===== config.mk =====
export PLATFORM = sky130hd
export DESIGN_NAME = fgp_tx_sched_flat
export DESIGN_NICKNAME = d
export VERILOG_FILES = /design/src/rtl/fgp_tx_sched_if.sv /design/src/rtl/fgp_tx_sched.sv /design/src/flat_wrapper.sv
export SDC_FILE = /design/constraint.sdc
export NUM_CORES = 1
export LEC_CHECK = 0
export ABC_AREA = 1
export ABC_CLOCK_PERIOD_IN_PS = 1700
export CORE_UTILIZATION = 40
export DETAILED_ROUTE_END_ITERATION = 10
export SYNTH_ARGS = -nofsm -noshare
export SYNTH_HDL_FRONTEND = slang
export SYNTH_SLANG_ARGS = --single-unit

===== constraint.sdc =====
create_clock -name clk -period 1.7 [get_ports clk]
set_input_delay 0.34 -clock clk [delete_from_list [all_inputs] [get_ports clk]]
set_output_delay 0.34 -clock clk [all_outputs]
set_load 0.05 [all_outputs]

===== src/rtl/fgp_tx_sched_if.sv =====
// Handshake bundle between the frame scheduler and the FGP packet transmitter.
// The scheduler takes the slave side; the frame source/transmitter side is master.
interface fgp_tx_sched_if;
   logic        frame_req;
   logic        abort;
   logic        tx_busy;
   logic        pkt_done;
   logic        pkt_start;
   logic [7:0]  pkt_offset;
   logic [16:0] rd_base;
   logic        frame_busy;
   logic        frame_done;
   logic        timeout_err;

   modport master (
      output frame_req, abort, tx_busy, pkt_done,
      input  pkt_start, pkt_offset, rd_base, frame_busy, frame_done, timeout_err
   );

   modport slave (
      input  frame_req, abort, tx_busy, pkt_done,
      output pkt_start, pkt_offset, rd_base, frame_busy, frame_done, timeout_err
   );
endinterface


===== src/rtl/fgp_tx_sched.sv =====
// Sequences the packets of one FGP frame: start, watchdog, inter-packet gap, one-deep frame queue.
// pkt_start two cycles after frame_req when tx_busy is low; starts are withheld while tx_busy is high.
module fgp_tx_sched #(
   parameter int NUM_PACKETS    = 150,
   parameter int GAP_CYCLES     = 64,
   parameter int TIMEOUT_CYCLES = 4096
) (
   input logic            clk,
   input logic            rst,
   fgp_tx_sched_if.slave  io_fgp
);
   typedef enum logic [2:0] {
      S_IDLE,
      S_WAIT_READY,
      S_START,
      S_SEND,
      S_GAP
   } state_t;

   localparam logic [7:0]  LP_LAST_OFF = 8'(NUM_PACKETS - 1);
   localparam logic [15:0] LP_GAP_LAST = 16'(GAP_CYCLES - 1);
   localparam logic [15:0] LP_WD_LAST  = 16'(TIMEOUT_CYCLES - 1);

   state_t      r_state,   w_state_nxt;
   logic [7:0]  r_offset,  w_offset_nxt;
   logic        r_pending, w_pending_nxt;
   logic [15:0] r_wd,      w_wd_nxt;
   logic [15:0] r_gap,     w_gap_nxt;
   logic        w_frame_done;
   logic        w_timeout_err;
   logic [7:0]  w_offset_out;

   always_ff @(posedge clk) begin
      if (rst) begin
         r_state   <= S_IDLE;
         r_offset  <= 8'd0;
         r_pending <= 1'b0;
         r_wd      <= 16'd0;
         r_gap     <= 16'd0;
      end else begin
         r_state   <= w_state_nxt;
         r_offset  <= w_offset_nxt;
         r_pending <= w_pending_nxt;
         r_wd      <= w_wd_nxt;
         r_gap     <= w_gap_nxt;
      end
   end

   always_comb begin
      w_state_nxt   = r_state;
      w_offset_nxt  = r_offset;
      w_pending_nxt = r_pending;
      w_wd_nxt      = r_wd;
      w_gap_nxt     = r_gap;
      w_frame_done  = 1'b0;
      w_timeout_err = 1'b0;

      if (io_fgp.frame_req && (r_state != S_IDLE)) begin
         w_pending_nxt = 1'b1;
      end

      case (r_state)
         S_IDLE: begin
            if (io_fgp.frame_req || r_pending) begin
               w_state_nxt   = S_WAIT_READY;
               w_offset_nxt  = 8'd0;
               w_pending_nxt = 1'b0;
            end
         end
         S_WAIT_READY: begin
            if (!io_fgp.tx_busy) begin
               w_state_nxt = S_START;
            end
         end
         S_START: begin
            w_wd_nxt    = 16'd0;
            w_state_nxt = S_SEND;
         end
         S_SEND: begin
            w_wd_nxt = r_wd + 16'd1;
            if (io_fgp.pkt_done) begin
               w_gap_nxt = 16'd0;
               if (r_offset != LP_LAST_OFF) begin
                  w_offset_nxt = r_offset + 8'd1;
                  w_state_nxt  = S_GAP;
               end else begin
                  w_frame_done = 1'b1;
                  w_offset_nxt = 8'd0;
                  // A request arriving with the final pkt_done is consumed here, not queued.
                  if (r_pending || io_fgp.frame_req) begin
                     w_pending_nxt = 1'b0;
                     w_state_nxt   = S_GAP;
                  end else begin
                     w_state_nxt = S_IDLE;
                  end
               end
            end else if (r_wd == LP_WD_LAST) begin
               w_timeout_err = 1'b1;
               w_pending_nxt = 1'b0;
               w_offset_nxt  = 8'd0;
               w_state_nxt   = S_IDLE;
            end
         end
         S_GAP: begin
            if (r_gap == LP_GAP_LAST) begin
               w_state_nxt = S_WAIT_READY;
            end else begin
               w_gap_nxt = r_gap + 16'd1;
            end
         end
         default: begin
            w_state_nxt = S_IDLE;
         end
      endcase

      if (io_fgp.abort) begin
         w_state_nxt   = S_IDLE;
         w_pending_nxt = 1'b0;
         w_offset_nxt  = 8'd0;
         w_frame_done  = 1'b0;
         w_timeout_err = 1'b0;
      end
   end

   // Outputs are forced low while rst is high, before the state register has cleared.
   assign w_offset_out       = rst ? 8'd0 : r_offset;
   assign io_fgp.pkt_offset  = w_offset_out;
   assign io_fgp.rd_base     = {w_offset_out, 9'b0};
   assign io_fgp.pkt_start   = !rst && (r_state == S_START);
   assign io_fgp.frame_busy  = !rst && (r_state != S_IDLE);
   assign io_fgp.frame_done  = !rst && w_frame_done;
   assign io_fgp.timeout_err = !rst && w_timeout_err;
endmodule


===== src/flat_wrapper.sv =====
// flat-port wrapper written by rule: the top's interface ports become plain ports
module fgp_tx_sched_flat 
#(
   parameter int NUM_PACKETS    = 150,
   parameter int GAP_CYCLES     = 64,
   parameter int TIMEOUT_CYCLES = 4096
)
  (clk, rst, io_fgp_frame_req, io_fgp_abort, io_fgp_tx_busy, io_fgp_pkt_done, io_fgp_pkt_start, io_fgp_pkt_offset, io_fgp_rd_base, io_fgp_frame_busy, io_fgp_frame_done, io_fgp_timeout_err);
  fgp_tx_sched_if io_fgp_i ();
  input logic clk;
  input logic rst;
  input wire logic [$bits(io_fgp_i.frame_req)-1:0] io_fgp_frame_req;
  input wire logic [$bits(io_fgp_i.abort)-1:0] io_fgp_abort;
  input wire logic [$bits(io_fgp_i.tx_busy)-1:0] io_fgp_tx_busy;
  input wire logic [$bits(io_fgp_i.pkt_done)-1:0] io_fgp_pkt_done;
  output wire logic [$bits(io_fgp_i.pkt_start)-1:0] io_fgp_pkt_start;
  output wire logic [$bits(io_fgp_i.pkt_offset)-1:0] io_fgp_pkt_offset;
  output wire logic [$bits(io_fgp_i.rd_base)-1:0] io_fgp_rd_base;
  output wire logic [$bits(io_fgp_i.frame_busy)-1:0] io_fgp_frame_busy;
  output wire logic [$bits(io_fgp_i.frame_done)-1:0] io_fgp_frame_done;
  output wire logic [$bits(io_fgp_i.timeout_err)-1:0] io_fgp_timeout_err;
  assign io_fgp_i.frame_req = io_fgp_frame_req;
  assign io_fgp_i.abort = io_fgp_abort;
  assign io_fgp_i.tx_busy = io_fgp_tx_busy;
  assign io_fgp_i.pkt_done = io_fgp_pkt_done;
  assign io_fgp_pkt_start = io_fgp_i.pkt_start;
  assign io_fgp_pkt_offset = io_fgp_i.pkt_offset;
  assign io_fgp_rd_base = io_fgp_i.rd_base;
  assign io_fgp_frame_busy = io_fgp_i.frame_busy;
  assign io_fgp_frame_done = io_fgp_i.frame_done;
  assign io_fgp_timeout_err = io_fgp_i.timeout_err;
  fgp_tx_sched #(.NUM_PACKETS(NUM_PACKETS), .GAP_CYCLES(GAP_CYCLES), .TIMEOUT_CYCLES(TIMEOUT_CYCLES)) u_core (.clk(clk), .rst(rst), .io_fgp(io_fgp_i));
endmodule

==> metrics.md <==
| Metric | Value |
|---|---|
| Largest family of logic cells by synthesized area | `simple AND/OR/NAND/NOR gates` |
| DP Cell Count | `about 580` |
| Root buf cell | `clkbuf_8` |
| CTS tree | `built` |
| Setup violators final | `2` |
| Final hold vios | `0` |
| CTS Buf Count | `5` |
| Crit. End Element | `output pin` |
| Skew-Pair Late Insertion Delay | `0.30 ns` |
| CP Class | `input port to output pin` |
| Max Fclk | `534.4 MHz` |
| N_diodes | `0` |
| CP Launch Type | `input port` |
| Outcome | `finished with violations` |
| Initial core utilization | `0.4123` |
| Crit path DAT | `1.53 ns` |
| Compound-Gate Fraction of Synth Area | `0.1090` |
| Die ar. | `7342 um2` |
| Post-synthesis mux area share | `0` |
| Mapped Area | `2801 um2` |
| Vias in the first global route | `2566` |
| Gr usage total | `0.1896` |
| Seq/Total Area, Yosys | `0.3144` |
| Yosys cell types | `36` |
| Clock Pin Slew Worst Setup and Hold Paths | `0.08 ns` |
| Total grt overflow | `0` |
| RSZ-0062 raised after global routing | `true` |
| Antenna violations before repair | `0` |
| Max rail drop VDD | `0.0002946 V` |
| DP HPWL | `5056 um` |
| Post-layout min period | `1.871 ns` |
| Reg-to-Reg End | `u_core.r_offset[1]` |
| Largest net degree at the start of global routing | `25` |
| Routed wire length | `6563 um` |
| Xor/xnor share of the synthesized area | `0.01251` |
| Layout cell share with drive strength beyond 1 | `0.2334` |
| Num ports | `35` |
| Via count | `2904` |
| Final Max Tran Viols | `0` |
| DRC violations left | `0` |
| CP Cell Sequence | `clkdlybuf4s50_1 -> nor2_4 -> nand2_2 -> nor4_4 -> buf_12` |
| Cells after Synth | `446` |
| Routability cong. | `~0.85` |
| Simple-gate share of the synthesized area | `0.4029` |
| Standard-cell rows | `30` |
| Clock sink total | `44` |
| Lkg Pwr | `1.488 nW` |
| Die Wd | `85.69 um` |
| FF-to-FF path depth | `9` |
| CP required | `approximately 1.4 ns` |
| Max Root-Sink Buffers | `2` |
| Final Skew | `0.01374 ns` |
| Total Nets Final | `507` |
| Final hold slack | `0.4879 ns` |
| Post-Syn Area per Cell | `6.281 um2` |
| First-pass GRT wire length | `11320 um` |
| Seq cells post-synth | `44` |
| Levels on crit path | `5` |
| Synthesis warning total | `0` |
| DR WL/cell | `11.07 um` |
| Critical Path Max Stage Delay | `0.48 ns` |
| Layout area overhead | `33.63%` |
| DR iter-0 viols | `154` |
| Max-cap violations | `0` |
| CTS hold repair buffers | `0` |
| Total core area | `6794 um2` |
| Tcrit/Tclk final | `1.101` |
| Worst r2r src | `u_core.r_wd[1]` |
| Routed Antenna Nets | `0` |
| Fillers | `673` |
| Die H | `85.69 um` |
| Adder-cell share of the synthesized area | `0.01787` |
| HP Class | `flip-flop to flip-flop` |
| Failing checks | `negative setup slack` |
| PwrDens | `503.6 nW/um2` |
| Drt pass-1 iters | `5` |
| CP Capture Point | `io_fgp_timeout_err` |
| Crit path from | `io_fgp_pkt_done` |
| CP top delay family | `buffers and inverters` |
| R2r setup slk | `roughly 0.1 ns` |
| Port Buffers | `25` |
| Setup slack after layout | `-0.1714 ns` |
| Crit-path max FO | `3` |
| Post-route insts no fill | `593` |
| Vias per cell | `4.897` |
| H-tree Lvls | `2` |
| Slowest-stage cell, CP | `clkdlybuf4s50_1` |
| Buffer and inverter count on the worst path | `2` |
| Register Area | `888.4 um2` |
| Area taken by multi-input logic gates | `1704 um2` |
## power breakdown
group / switching [mW] / leakage, nW / internal [mW] / total (mW)
clock network: 0.354 / 0.0410 / 0.280 / 0.635
registers: 0.00396 / 0.358 / 1.03 / 1.04
logic: 0.150 / 1.09 / 0.0624 / 0.213
total: 0.508 / 1.49 / 1.38 / 1.89
## flip-flops by register name, summed over array words and instances, names as in the netlist
name	count
u_core.r_pending	1
u_core.r_state	3
u_core.r_wd	16
u_core.r_gap	16
u_core.r_offset	8
## placed cells by master, fill, tap and decap left out, types with 4 or more instances in the layout
cell type / n
dfxtp_1: 38
nor3_1: 6
a21oi_1: 34
conb_1: 9
inv_1: 49
nand3_1: 37
nand4_1: 18
dfxtp_2: 6
o21ai_0: 15
nand2_1: 101
buf_4: 35
clkbuf_8: 5
nor2_4: 12
nand2_4: 4
nor2_1: 54
inv_2: 4
nor2_2: 5
clkdlybuf4s50_1: 4
nand2_2: 8
buf_12: 20
## what timing repair did
action | CTS | global route
buffers inserted | 4 | 0
pin swaps | 7 | 3
hold endpoints to repair | 0 | 0
endpoints found under the setup margin | 20 | 19
resized for setup | 11 | 9
## cell families after synthesis
family                   after synthesis
other                                  1
buffers and inverters                 83
adder cells (fa/ha/maj)                4
XOR/XNOR                               4
AND/OR/NAND/NOR                      253
flip-flops                            44
AO/OA/AOI/OAI                         57
## cell type report
class,count,area share
multi-input cells,327,0.4552
flip-flops and latches,44,0.2373
repair buffers,62,0.1962
inverters,57,0.05849
well taps,96,0.03209
clock buffers,6,0.01939
clock inverters,1,0.001337
## through the flow
| step | utilization | area [um2] | power, mW | setup slack (ns) | TNS, ns |
|---|---|---|---|---|---|
| 4_1_cts | 0.5479 | 3722 | 1.910 | -0.1883 | -0.3325 |
| 2_1_floorplan | - | 2948 | 1.219 | -0.1728 | -0.2371 |
| 5_1_grt | 0.5510 | 3744 | 1.970 | -0.2566 | -0.4283 |
| 6_report | 0.5510 | 3744 | 1.885 | -0.1714 | -0.2680 |
| 3_5_place_dp | 0.5273 | 3582 | 1.267 | -0.2853 | -7.410 |
| 3_3_place_gp | 0.5273 | 3582 | 1.267 | -0.2486 | -6.839 |
## synthesized netlist by cell type
cell type,count,share of area
nand2_1,105,0.14
nor2_1,67,0.090
inv_1,50,0.067
dfxtp_1,44,0.31
nand3_1,37,0.066
a21oi_1,34,0.061
nand4_1,18,0.040
buf_4,17,0.046
o21ai_0,16,0.029
nor3_1,8,0.014
clkbuf_1,4,0.0054
ha_1,4,0.018
nand2_2,4,0.0089
nand2_4,4,0.016
buf_2,3,0.0054
inv_2,3,0.0040
nor2_2,3,0.0067
xor2_1,3,0.0094
buf_6,2,0.0080
clkinv_1,2,0.0027
nand3_2,2,0.0071
or2_2,2,0.0045
a211oi_1,1,0.0027
a21oi_2,1,0.0031
a221oi_1,1,0.0031
a31o_2,1,0.0031
a31oi_1,1,0.0022
and2_1,1,0.0022
clkinv_2,1,0.0018
conb_1,1,0.0013
inv_4,1,0.0022
nor2_4,1,0.0040
nor4_1,1,0.0022
o211ai_1,1,0.0027
o31ai_1,1,0.0027
xnor2_1,1,0.0031
## worst min-delay path by stage
| stage | startpoint | end | slack, ns | cells past startpoint |
|---|---|---|---|---|
| after floorplan | u_core.r_wd[0] | u_core.r_wd[0] | 0.46 | 1 |
| after global placement | u_core.r_wd[7] | u_core.r_wd[7] | 0.48 | 2 |
| after detailed placement | u_core.r_wd[7] | u_core.r_wd[7] | 0.48 | 2 |
| after CTS | u_core.r_state[1] | u_core.r_state[1] | 0.50 | 2 |
| after global routing | u_core.r_offset[7] | u_core.r_offset[7] | 0.53 | 2 |
| final | u_core.r_state[1] | u_core.r_state[1] | 0.49 | 2 |
## layer usage
| metal | track usage | vias to the layer above | part of all wire |
|---|---|---|---|
| met3 | 0.02695 | 5 | 0.028 |
| met4 | 0.05606 | 0 | 0.010 |
| li1 | - | 1508 | - |
| met5 | 0 | - | 0 |
| met1 | 0.2531 | 1336 | 0.49 |
| met2 | 0.3185 | 55 | 0.47 |
## worst register-to-register path, cell delays in order (launching register included)
cell,delay [ns]
dfxtp_2,0.36
ha_4,0.14
buf_4,0.11
nand3_1,0.13
nor2_2,0.17
nand2_1,0.11
nand2_2,0.12
nand3_4,0.13
a21oi_1,0.18
nor2_2,0.04
(Power assumes the default switching activity.)
